<file path="src/rtl/bcd_lap_timer.sv">
// Parametrised BCD up/down lap timer: prescaled count enable, lap capture,
// countdown with preload and a sticky expiry flag. All outputs are registered.
module bcd_lap_timer #(
  parameter int CLK_FREQ_HZ = 100000000,
  parameter int RES_HZ      = 10,
  parameter int DIGITS      = 3
) (
  input  logic                clk,
  input  logic                reset,
  input  logic                start_stop,
  input  logic                clear,
  input  logic                lap,
  input  logic                mode_down,
  input  logic                load,
  input  logic [4*DIGITS-1:0] load_value,
  output logic [4*DIGITS-1:0] count_bcd,
  output logic [4*DIGITS-1:0] lap_bcd,
  output logic                lap_valid,
  output logic                running,
  output logic                tick,
  output logic                rollover,
  output logic                expired
);

  localparam int W   = 4 * DIGITS;
  localparam int DIV = CLK_FREQ_HZ / RES_HZ;
  localparam int PW  = (DIV > 2) ? $clog2(DIV) : 1;
  localparam logic [PW-1:0] LAST = PW'(DIV - 1);

  generate
    if (DIV < 2) begin : g_div_chk
      $error("bcd_lap_timer: CLK_FREQ_HZ/RES_HZ must be at least 2");
    end
  endgenerate

  function automatic logic [W-1:0] bcd_inc(input logic [W-1:0] v);
    logic [W-1:0] r;
    logic         c;
    r = v;
    c = 1'b1;
    for (int i = 0; i < DIGITS; i++) begin
      if (c) begin
        if (v[4*i +: 4] >= 4'd9) begin
          r[4*i +: 4] = 4'd0;
        end else begin
          r[4*i +: 4] = v[4*i +: 4] + 4'd1;
          c = 1'b0;
        end
      end
    end
    return r;
  endfunction

  function automatic logic [W-1:0] bcd_dec(input logic [W-1:0] v);
    logic [W-1:0] r;
    logic         b;
    r = v;
    b = 1'b1;
    for (int i = 0; i < DIGITS; i++) begin
      if (b) begin
        if (v[4*i +: 4] == 4'd0) begin
          r[4*i +: 4] = 4'd9;
        end else begin
          r[4*i +: 4] = v[4*i +: 4] - 4'd1;
          b = 1'b0;
        end
      end
    end
    return r;
  endfunction

  function automatic logic [W-1:0] bcd_clamp(input logic [W-1:0] v);
    logic [W-1:0] r;
    for (int i = 0; i < DIGITS; i++) begin
      r[4*i +: 4] = (v[4*i +: 4] > 4'd9) ? 4'd9 : v[4*i +: 4];
    end
    return r;
  endfunction

  function automatic logic bcd_all9(input logic [W-1:0] v);
    logic r;
    r = 1'b1;
    for (int i = 0; i < DIGITS; i++) begin
      if (v[4*i +: 4] != 4'd9) r = 1'b0;
    end
    return r;
  endfunction

  logic [PW-1:0] presc_q, presc_d;
  logic [W-1:0]  count_q, count_d;
  logic [W-1:0]  lap_bcd_q, lap_bcd_d;
  logic [W-1:0]  stepped;
  logic          lap_valid_q, lap_valid_d;
  logic          running_q, running_d;
  logic          tick_q, tick_d;
  logic          rollover_q, rollover_d;
  logic          expired_q, expired_d;
  logic          mode_q, mode_d;

  // Direction is taken from the registered copy of mode_down so the step and
  // the rollover flag (computed one cycle ahead) always agree.
  always_comb begin
    if (mode_q) begin
      stepped = (count_q == '0) ? '0 : bcd_dec(count_q);
    end else begin
      stepped = bcd_inc(count_q);
    end

    count_d   = count_q;
    running_d = running_q;
    expired_d = expired_q;

    if (clear) begin
      count_d   = '0;
      running_d = 1'b0;
      expired_d = 1'b0;
    end else if (load) begin
      count_d   = bcd_clamp(load_value);
      running_d = 1'b0;
      expired_d = 1'b0;
    end else begin
      if (tick_q) begin
        count_d = stepped;
        if (mode_q && (stepped == '0)) begin
          running_d = 1'b0;
          expired_d = 1'b1;
        end
      end
      if (start_stop) begin
        if (running_q) begin
          running_d = 1'b0;
        end else if (!(mode_down && (count_q == '0))) begin
          running_d = 1'b1;
          expired_d = 1'b0;
        end
      end
    end

    // Prescaler restarts from 0 on every start, so the first tick is DIV cycles out.
    if (running_q && running_d) begin
      presc_d = (presc_q == LAST) ? '0 : presc_q + 1'b1;
    end else begin
      presc_d = '0;
    end

    tick_d      = running_d && (presc_d == LAST);
    rollover_d  = tick_d && !mode_down && bcd_all9(count_d);
    mode_d      = mode_down;
    lap_bcd_d   = lap ? count_q : lap_bcd_q;
    lap_valid_d = lap;
  end

  always_ff @(posedge clk or negedge reset) begin
    if (!reset) begin
      presc_q     <= '0;
      count_q     <= '0;
      lap_bcd_q   <= '0;
      lap_valid_q <= 1'b0;
      running_q   <= 1'b0;
      tick_q      <= 1'b0;
      rollover_q  <= 1'b0;
      expired_q   <= 1'b0;
      mode_q      <= 1'b0;
    end else begin
      presc_q     <= presc_d;
      count_q     <= count_d;
      lap_bcd_q   <= lap_bcd_d;
      lap_valid_q <= lap_valid_d;
      running_q   <= running_d;
      tick_q      <= tick_d;
      rollover_q  <= rollover_d;
      expired_q   <= expired_d;
      mode_q      <= mode_d;
    end
  end

  assign count_bcd = count_q;
  assign lap_bcd   = lap_bcd_q;
  assign lap_valid = lap_valid_q;
  assign running   = running_q;
  assign tick      = tick_q;
  assign rollover  = rollover_q;
  assign expired   = expired_q;

endmodule

</file>
<file path="config.mk">
export PLATFORM = sky130hd
export DESIGN_NAME = bcd_lap_timer
export DESIGN_NICKNAME = d
export VERILOG_FILES = /design/src/rtl/bcd_lap_timer.sv
export SDC_FILE = /design/constraint.sdc
export NUM_CORES = 1
export LEC_CHECK = 0
export BUFFER_PORTS_ARGS = -buffer_cell sky130_fd_sc_hd__buf_4
export CORE_MARGIN = 1.5
export CORE_UTILIZATION = 50
export CTS_CLUSTER_DIAMETER = 40
export DETAILED_ROUTE_END_ITERATION = 10
export PLACE_DENSITY_LB_ADDON = 0.05
export SYNTH_ARGS = -nofsm -noshare
export SYNTH_HDL_FRONTEND = slang
export SYNTH_SLANG_ARGS = --single-unit
</file>
<file path="constraint.sdc">
create_clock -name clk -period 8.4 [get_ports clk]
set_input_delay 2.1 -clock clk [delete_from_list [all_inputs] [get_ports clk]]
set_output_delay 2.1 -clock clk [all_outputs]
set_load 0.02 [all_outputs]
</file>
# == After elaboration in Yosys (flattened, before gate mapping) ==
# Index checks and enable logic that the tools add are counted.
# op_classes
addsub,7
n_lt_le_gt_ge,6
eq_ne,5
muxes,47
n_reduce_logical,12
# op_table
op,count
$mux W12,5
$mux W4,13
$eq A24 B24 Y1 const B,2
$mux W24,2
$mux W1,27
$add A24 B1 Y24 const B,1
$logic_not A12 Y1,2
$add A4 B1 Y4 const B,3
$ge A4 B4 Y1 const B,3
$gt A4 B4 Y1 const B,3
$logic_not A4 Y1,3
$ne A4 B4 Y1 const B,3
$sub A4 B1 Y4 const B,3
$logic_and A1 B1 Y1,6
$logic_not A1 Y1,1
# word_totals
reg_bits,54
input_bits,19
out_inout_bits,29
wordCells,86

# == Logic depth before layout (Yosys ltp) ==
# Gate-level depths: netlist of run 1.
# logic_depth
ltp_word,23
mapped_depth,12
mapped_depth_nobuf,9

# == Worst setup path before layout of run 1 ==
# OpenSTA, ideal clock, no wires.
# synth_path
kind,input to register
from,input load
to,"register rollover_q, in the netlist rollover"
setup_ns,0.096
arrival_ns,3.797
required_ns,8.304
setup_slack_ns,4.507
path_stages,7
path_buffers,1
cell_sequence,clkbuf_1 nand2b_1 a41oi_1 o221ai_1 a2111o_1 or4_1 nor4_2
# synth_via
elab_chain_cells,8
word_cells_on_any_way,16
classes_between,eq/ne (4); mux (8); reduce/logical (4)
# synth_lines
element,line_no,source
from (decl),14,"input logic load,"
$mux W1,117,end else if (load) begin
$mux W1,113,if (clear) begin
$logic_and A1 B1 Y1,140,if (running_q && running_d) begin
$mux W24,140,
$eq A24 B24 Y1,146,tick_d = running_d && (presc_d == LAST);
$logic_and A1 B1 Y1,146,
$logic_and A1 B1 Y1,147,rollover_d = tick_d && !mode_down && bcd_all9(count_d);
$logic_and A1 B1 Y1 (*),147,
via rollover_d,96,"logic rollover_q, rollover_d;"
to (signal assigned),171,rollover_q <= rollover_d;
to (decl),96,
# The timed path passes the listed nets; every way through them passes the cells marked *.
# A chain may end at the register's enable or synchronous reset.

# == Worst setup path in the final report of run 1 ==
# Ends and elaborated chain as after synthesis.

==> flow_summary.json, run 1 <==
{
  "cp_max_fo": 27,
  "io_buffers": 47,
  "cts_hold_buf": 0,
  "cts_buffer_depth": 2,
  "drt_iter0_markers": 352,
  "place_congestion": 0.936,
  "core.rowCount": 32,
  "clock_latency_ns": 0.31,
  "syn_nets": 481,
  "max_cap_viol_count": 0,
  "die_w_um": 91.9,
  "postCtsResizedCells": 0,
  "firstDrtPassIters": 5,
  "final_antenna_net_count": 0,
  "slew_violations": 0,
  "avgSynthCellArea_um2": 8.77,
  "min_period_ns": 3.88,
  "worst_setup_path_end_kind": "flip-flop",
  "drc": 0,
  "register_area_um2": 1350,
  "ys_types": 72,
  "post_cts_buffers": 0,
  "track_usage_pct": 26.4,
  "cp.arrival_ns": 4.10,
  "overflow": 0,
  "grt_first_pass_wirelength_um": 17800,
  "min_path_type": "flip-flop to flip-flop",
  "ctsHtreeMaxLevel": 2,
  "hold_violations": 0,
  "dieArea_um2": 8450,
  "min_period_over_period_pct": 46.2,
  "path_clk_slew_ns": 0.10,
  "status": "completed",
  "netlist_instances": 451,
  "critPathLaunchType": "primary input",
  "wl_um": 10700,
  "fillCellCount": 720,
  "vdd_drop_max_uv": 77.8,
  "rsz0062_at_grt": "no",
  "grt_antenna_before_repair": 0,
  "ys_ff_latch": 54,
  "initial_core_util_pct": 51.4,
  "tritoncts": "done",
  "syn2layout_area_growth_pct": 11.7,
  "cts_buffers": 5,
  "crit_type": "primary input to flip-flop",
  "vias": 3606,
  "setup_viol": 0,
  "synthArstFlopShare_pct": 100,
  "wl_per_cell_um": 18.4,
  "pin_count": 48,
  "yosysWarnings": 0,
  "yosysSeqAreaShare_pct": 34.2,
  "p_leak_uw": 0.00180,
  "ys.flop_type": "dfrtp_1",
  "cts.sinks": 54,
  "netlist_area_um2": 3950,
  "num_antenna_cells": 0,
  "setup_ws_ns": 4.52,
  "power.density_nw_per_um2": 135,
  "drive_above_1_share_pct": 22.5,
  "synth_edf_count": 0,
  "viasPerCell": 6.21,
  "crit_required_ns": 8.62,
  "grt_pass1_vias": 3357,
  "fin_nets": 508,
  "max_freq_mhz": 258,
  "multiInputGateArea_um2": 2360,
  "core-area_um2": 7690,
  "fin_setup_tns_ns": 0,
  "worst_pin_slew_ns": 1.10,
  "dieHeight_um": 91.9,
  "max-slew-margin-rel_pct": 26.2,
  "grt_max_degree": 55,
  "dpl.hpwl_um": 7800,
  "skew_ns": 0.00665,
  "root_buffer": "clkbuf_8",
  "dp_slack_ns": 4.26
}
sequential cells by signal, summed over array words and instances (netlist names):
register and flops:
presc_q 24, lap_bcd 12, tick 1, mode_q 1, lap_valid 1, expired 1
running 1, count_bcd 12, rollover 1
critical path, stage by stage:
cell and delay [ns]:
buf_4 0.19, nand2b_1 0.23, a41oi_1 0.25, o221ai_1 0.20, a2111o_1 0.43, or4_1 0.43, nor4_2 0.26
cell usage after synthesis (all sizes together) (5+ instances only):
master / count / area, µm²
a211oi: 6 / 45.0
a21oi: 16 / 83.8
a311oi: 5 / 50.0
a31oi: 6 / 37.5
and4: 6 / 52.6
buf: 11 / 83.8
clkbuf: 17 / 63.8
dfrtp: 54 / 1350
ha: 11 / 138
inv: 24 / 90.1
mux2: 12 / 135
nand2: 35 / 131
nand2b: 10 / 62.6
nand3: 16 / 90.1
nand4: 10 / 62.6
nor2: 54 / 250
nor2b: 5 / 31.3
nor3: 14 / 70.1
nor3b: 7 / 85.1
nor4: 13 / 93.8
o21ai: 21 / 109
or3b: 7 / 63.8
xnor2: 10 / 87.6
xor2: 14 / 123
logic make-up after synthesis:
family,share of synthesized area [%]
compound gates,17.7
xor+xnor,5.32
fa+ha+maj,3.48
buf+inv,6.01
flops,34.2
mux,4.43
simple gates,28.9
placed cells by master, fill, tap and decap left out, types with 5 or more instances in the layout:
cell / synthesis / layout
nor3_1: 14 / 14
nor4_1: 11 / 11
xnor2_1: 10 / 10
inv_1: 24 / 24
nand2_1: 35 / 35
nor2_2: 19 / 19
o21ai_0: 19 / 19
buf_4: 0 / 48
nor2_1: 35 / 35
a31oi_1: 6 / 6
nor2b_1: 5 / 5
xor2_1: 14 / 14
dfrtp_1: 54 / 54
a21oi_1: 15 / 15
clkbuf_8: 0 / 6
nand3_1: 14 / 14
ha_1: 11 / 11
nand2b_1: 10 / 10
a211oi_1: 6 / 6
mux2_2: 12 / 12
and4_1: 6 / 6
nand4_1: 10 / 10
where the power goes:
group	switching (µW)	internal, µW
logic	71.5	50.3
clock network	90.2	98.2
registers	17.6	268
per-stage QoR:
step	total power [µW]	util, %	cell area [µm²]	hold WS, ns	std cells
4_1_cts	601	57.4	4420	0.519	581
6_report	596	57.4	4420	0.515	581
3_5_place_dp	411	55.9	4290	0.495	573
5_1_grt	624	57.4	4420	0.547	581
3_3_place_gp	410	55.9	4290	0.490	573
2_1_floorplan	366	-	3950	0.501	451
final cells by class:
type                            count  share of cell area [%]
Multi-Input combinational cell    345                    53.6
Sequential cell                    54                    30.6
Timing Repair Buffer               48                    8.16
Tap cell                          102                    2.89
Inverter                           24                    2.04
Clock buffer                        6                    1.87
Clock inverter                      2                   0.878
worst paths after layout:
path | start | endpoint | slack (ns) | cells after the start
max | load | rollover$_DFF_PN0_ | 4.52 | 7
min | expired$_DFF_PN0_ | expired$_DFF_PN0_ | 0.51 | 1
max reg2reg | count_bcd[0]$_DFF_PN0_ | presc_q[20]$_DFF_PN0_ | 4.71 | 10
min reg2reg | expired$_DFF_PN0_ | expired$_DFF_PN0_ | 0.51 | 1
max in group asynchronous | reset | lap_bcd[9]$_DFFE_PN0P_ | 6.11 | 1
min in group asynchronous | reset | mode_q$_DFF_PN0_ | 1.82 | 1
routing by layer:
layer	wire (µm)	global-route usage, %
met2	4430	37.3
met5	0	0
met4	133	6.03
met1	5430	42.5
met3	686	3.23
Power figures use the tool's default switching activity.
==> inputs of run 2 (changes only) <==
Clock period 8.4 ns to 3.3 ns, I/O delays scaled along.
==> run 2 against run 1 <==
Register-to-register slack worse by 4.5 ns. Wire length up 4.8%. Critical path type is now flip-flop to flip-flop. First-iteration DRC count up 18%. Worst setup slack worse by 4.3 ns.
==> flow_summary.json, run 2 (same netlist as run 1, synthesis figures left out) <==
{
  "hold_violations": 0,
  "min_path_type": "flip-flop to flip-flop",
  "fin_nets": 532,
  "r2r_setup_slack_ns": 0.17,
  "power.switching_uw": 475,
  "overflow": 0,
  "reg2regPathDepth": 10,
  "wl_per_cell_um": 18.5,
  "worst_pin_slew_ns": 0.720,
  "power.total_uw": 1480,
  "status": "completed",
  "cts.sinks": 54,
  "max-slew-margin-rel_pct": 52.0,
  "clock_latency_ns": 0.32,
  "setup_viol": 0,
  "final_antenna_net_count": 0,
  "syn2layout_area_growth_pct": 16.1,
  "cts_hold_buf": 0,
  "max_freq_mhz": 319,
  "grt_first_pass_wirelength_um": 18200,
  "initial_core_util_pct": 51.4,
  "worstHoldStart": "expired$_DFF_PN0_",
  "max_cap_viol_count": 0,
  "largest-register": "presc_q",
  "dieArea_um2": 8450,
  "r2r_end": "presc_q[2]$_DFF_PN0_",
  "min_period_ns": 3.13,
  "ctsHtreeMaxLevel": 2,
  "core.rowCount": 32,
  "vias": 3720,
  "critPathLaunchType": "flip-flop",
  "slew_violations": 0,
  "viasPerCell": 6.15,
  "cts_buffers": 5,
  "num_antenna_cells": 0,
  "worst_setup_path_end_kind": "flip-flop",
  "crit_type": "flip-flop to flip-flop",
  "power.density_nw_per_um2": 322,
  "final_common_cell": "buf_4",
  "cp.arrival_ns": 3.33,
  "mostFrequentLayoutCells": "buf_4 (71), dfrtp_1 (54), nor2_1 (35), nand2_1 (35), inv_1 (24)",
  "switching_share_pct": 32.1,
  "rsz0062_at_grt": "no",
  "whs_path_depth": 1,
  "fin_setup_tns_ns": 0,
  "drt_iter0_markers": 416,
  "path_clk_slew_ns": 0.11,
  "post_cts_buffers": 0,
  "grt_antenna_before_repair": 0,
  "holdPathEnd": "expired$_DFF_PN0_",
  "cp_max_fo": 20,
  "root_buffer": "clkbuf_8",
  "seq_power_share_pct": 47.8,
  "drc": 0,
  "pin_count": 48,
  "drive_above_1_share_pct": 26.0,
  "pwr-share-clk_pct": 27.9,
  "die_w_um": 91.9,
  "cts_buffer_depth": 2,
  "p_int_uw": 1010,
  "r2r_start": "count_bcd[0]$_DFF_PN0_",
  "skew_ns": 0.0114,
  "place_congestion": 0.928,
  "vdd_drop_max_uv": 199,
  "dieHeight_um": 91.9,
  "comb_power_share_pct": 24.2,
  "track_usage_pct": 27.3,
  "io_buffers": 47,
  "fillCellCount": 713,
  "core-area_um2": 7690,
  "largest_register_ffs": 24,
  "firstDrtPassIters": 4,
  "p_leak_uw": 0.00191,
  "grt_pass1_vias": 3410,
  "min_period_over_period_pct": 94.9,
  "wl_um": 11200,
  "crit_required_ns": 3.50,
  "grt_max_degree": 55,
  "tritoncts": "done",
  "dpl.hpwl_um": 8220
}
==> run 2: area by class of cell <==
type,instances,area [µm²],area share [%]
tap,102,128,2.78
multi-input combinational,345,2370,51.7
timing repair buffer,72,553,12.0
sequential,54,1350,29.4
clock buffer,7,86.3,1.88
clock inverter,1,8.76,0.191
inverter,24,90.1,1.96
==> run 2: what timing repair did <==
| item | in CTS | in global routing |
|---|---|---|
| endpoints found under the setup margin | 0 | 25 |
| endpoints found under the hold margin | 0 | 0 |
| resized for setup | 0 | 1 |
==> run 2: worst max-delay path by stage <==
| stage | start | to | slack [ns] | cells after the start |
|---|---|---|---|---|
| after floorplan | count_bcd[0]$_DFF_PN0_ | presc_q[2]$_DFF_PN0_ | 0.20 | 11 |
| after global placement | count_bcd[0]$_DFF_PN0_ | presc_q[2]$_DFF_PN0_ | 0.23 | 10 |
| after detailed placement | count_bcd[0]$_DFF_PN0_ | presc_q[2]$_DFF_PN0_ | 0.14 | 10 |
| after CTS | count_bcd[0]$_DFF_PN0_ | presc_q[2]$_DFF_PN0_ | 0.10 | 10 |
| after global routing | count_bcd[0]$_DFF_PN0_ | presc_q[2]$_DFF_PN0_ | 0.06 | 10 |
| final | count_bcd[0]$_DFF_PN0_ | presc_q[2]$_DFF_PN0_ | 0.17 | 10 |
==> run 2: metal layers <==
| metal | wire [µm] | GRT usage, % |
|---|---|---|
| met5 | 0 | 0 |
| met3 | 658 | 4.64 |
| met1 | 5750 | 43.5 |
| met4 | 35 | 4.10 |
| met2 | 4740 | 39.0 |
==> run 2: critical path, stage by stage, from the launching register on <==
cell and delay, ns:
dfrtp_1 0.43, inv_1 0.13, ha_1 0.29, or3b_4 0.44, a311oi_2 0.26, o32a_2 0.19
or3b_1 0.33, or4_4 0.46, o211ai_2 0.21, buf_12 0.21, nor2_2 0.05
==> run 2: power by group through the flow <==
stage               registers, µW  logic (µW)  clock network [µW]
floorplan                     742         190                   0
global placement              720         350                   0
detailed placement            721         352                   0
CTS                           708         353                 422
global route                  711         385                 442
finish                        708         359                 413
==> run 2: through the flow <==
step | cells | instance area, µm² | hold slack (ns) | worst slack (ns) | util [%]
after global placement | 597 | 4490 | 0.485 | 0.232 | 58.4
after global routing | 605 | 4590 | 0.535 | 0.0588 | 59.7
after floorplan | 451 | 3950 | 0.501 | 0.198 | -
after detailed placement | 597 | 4490 | 0.492 | 0.135 | 58.4
final | 605 | 4590 | 0.512 | 0.169 | 59.7
after CTS | 605 | 4580 | 0.517 | 0.103 | 59.6
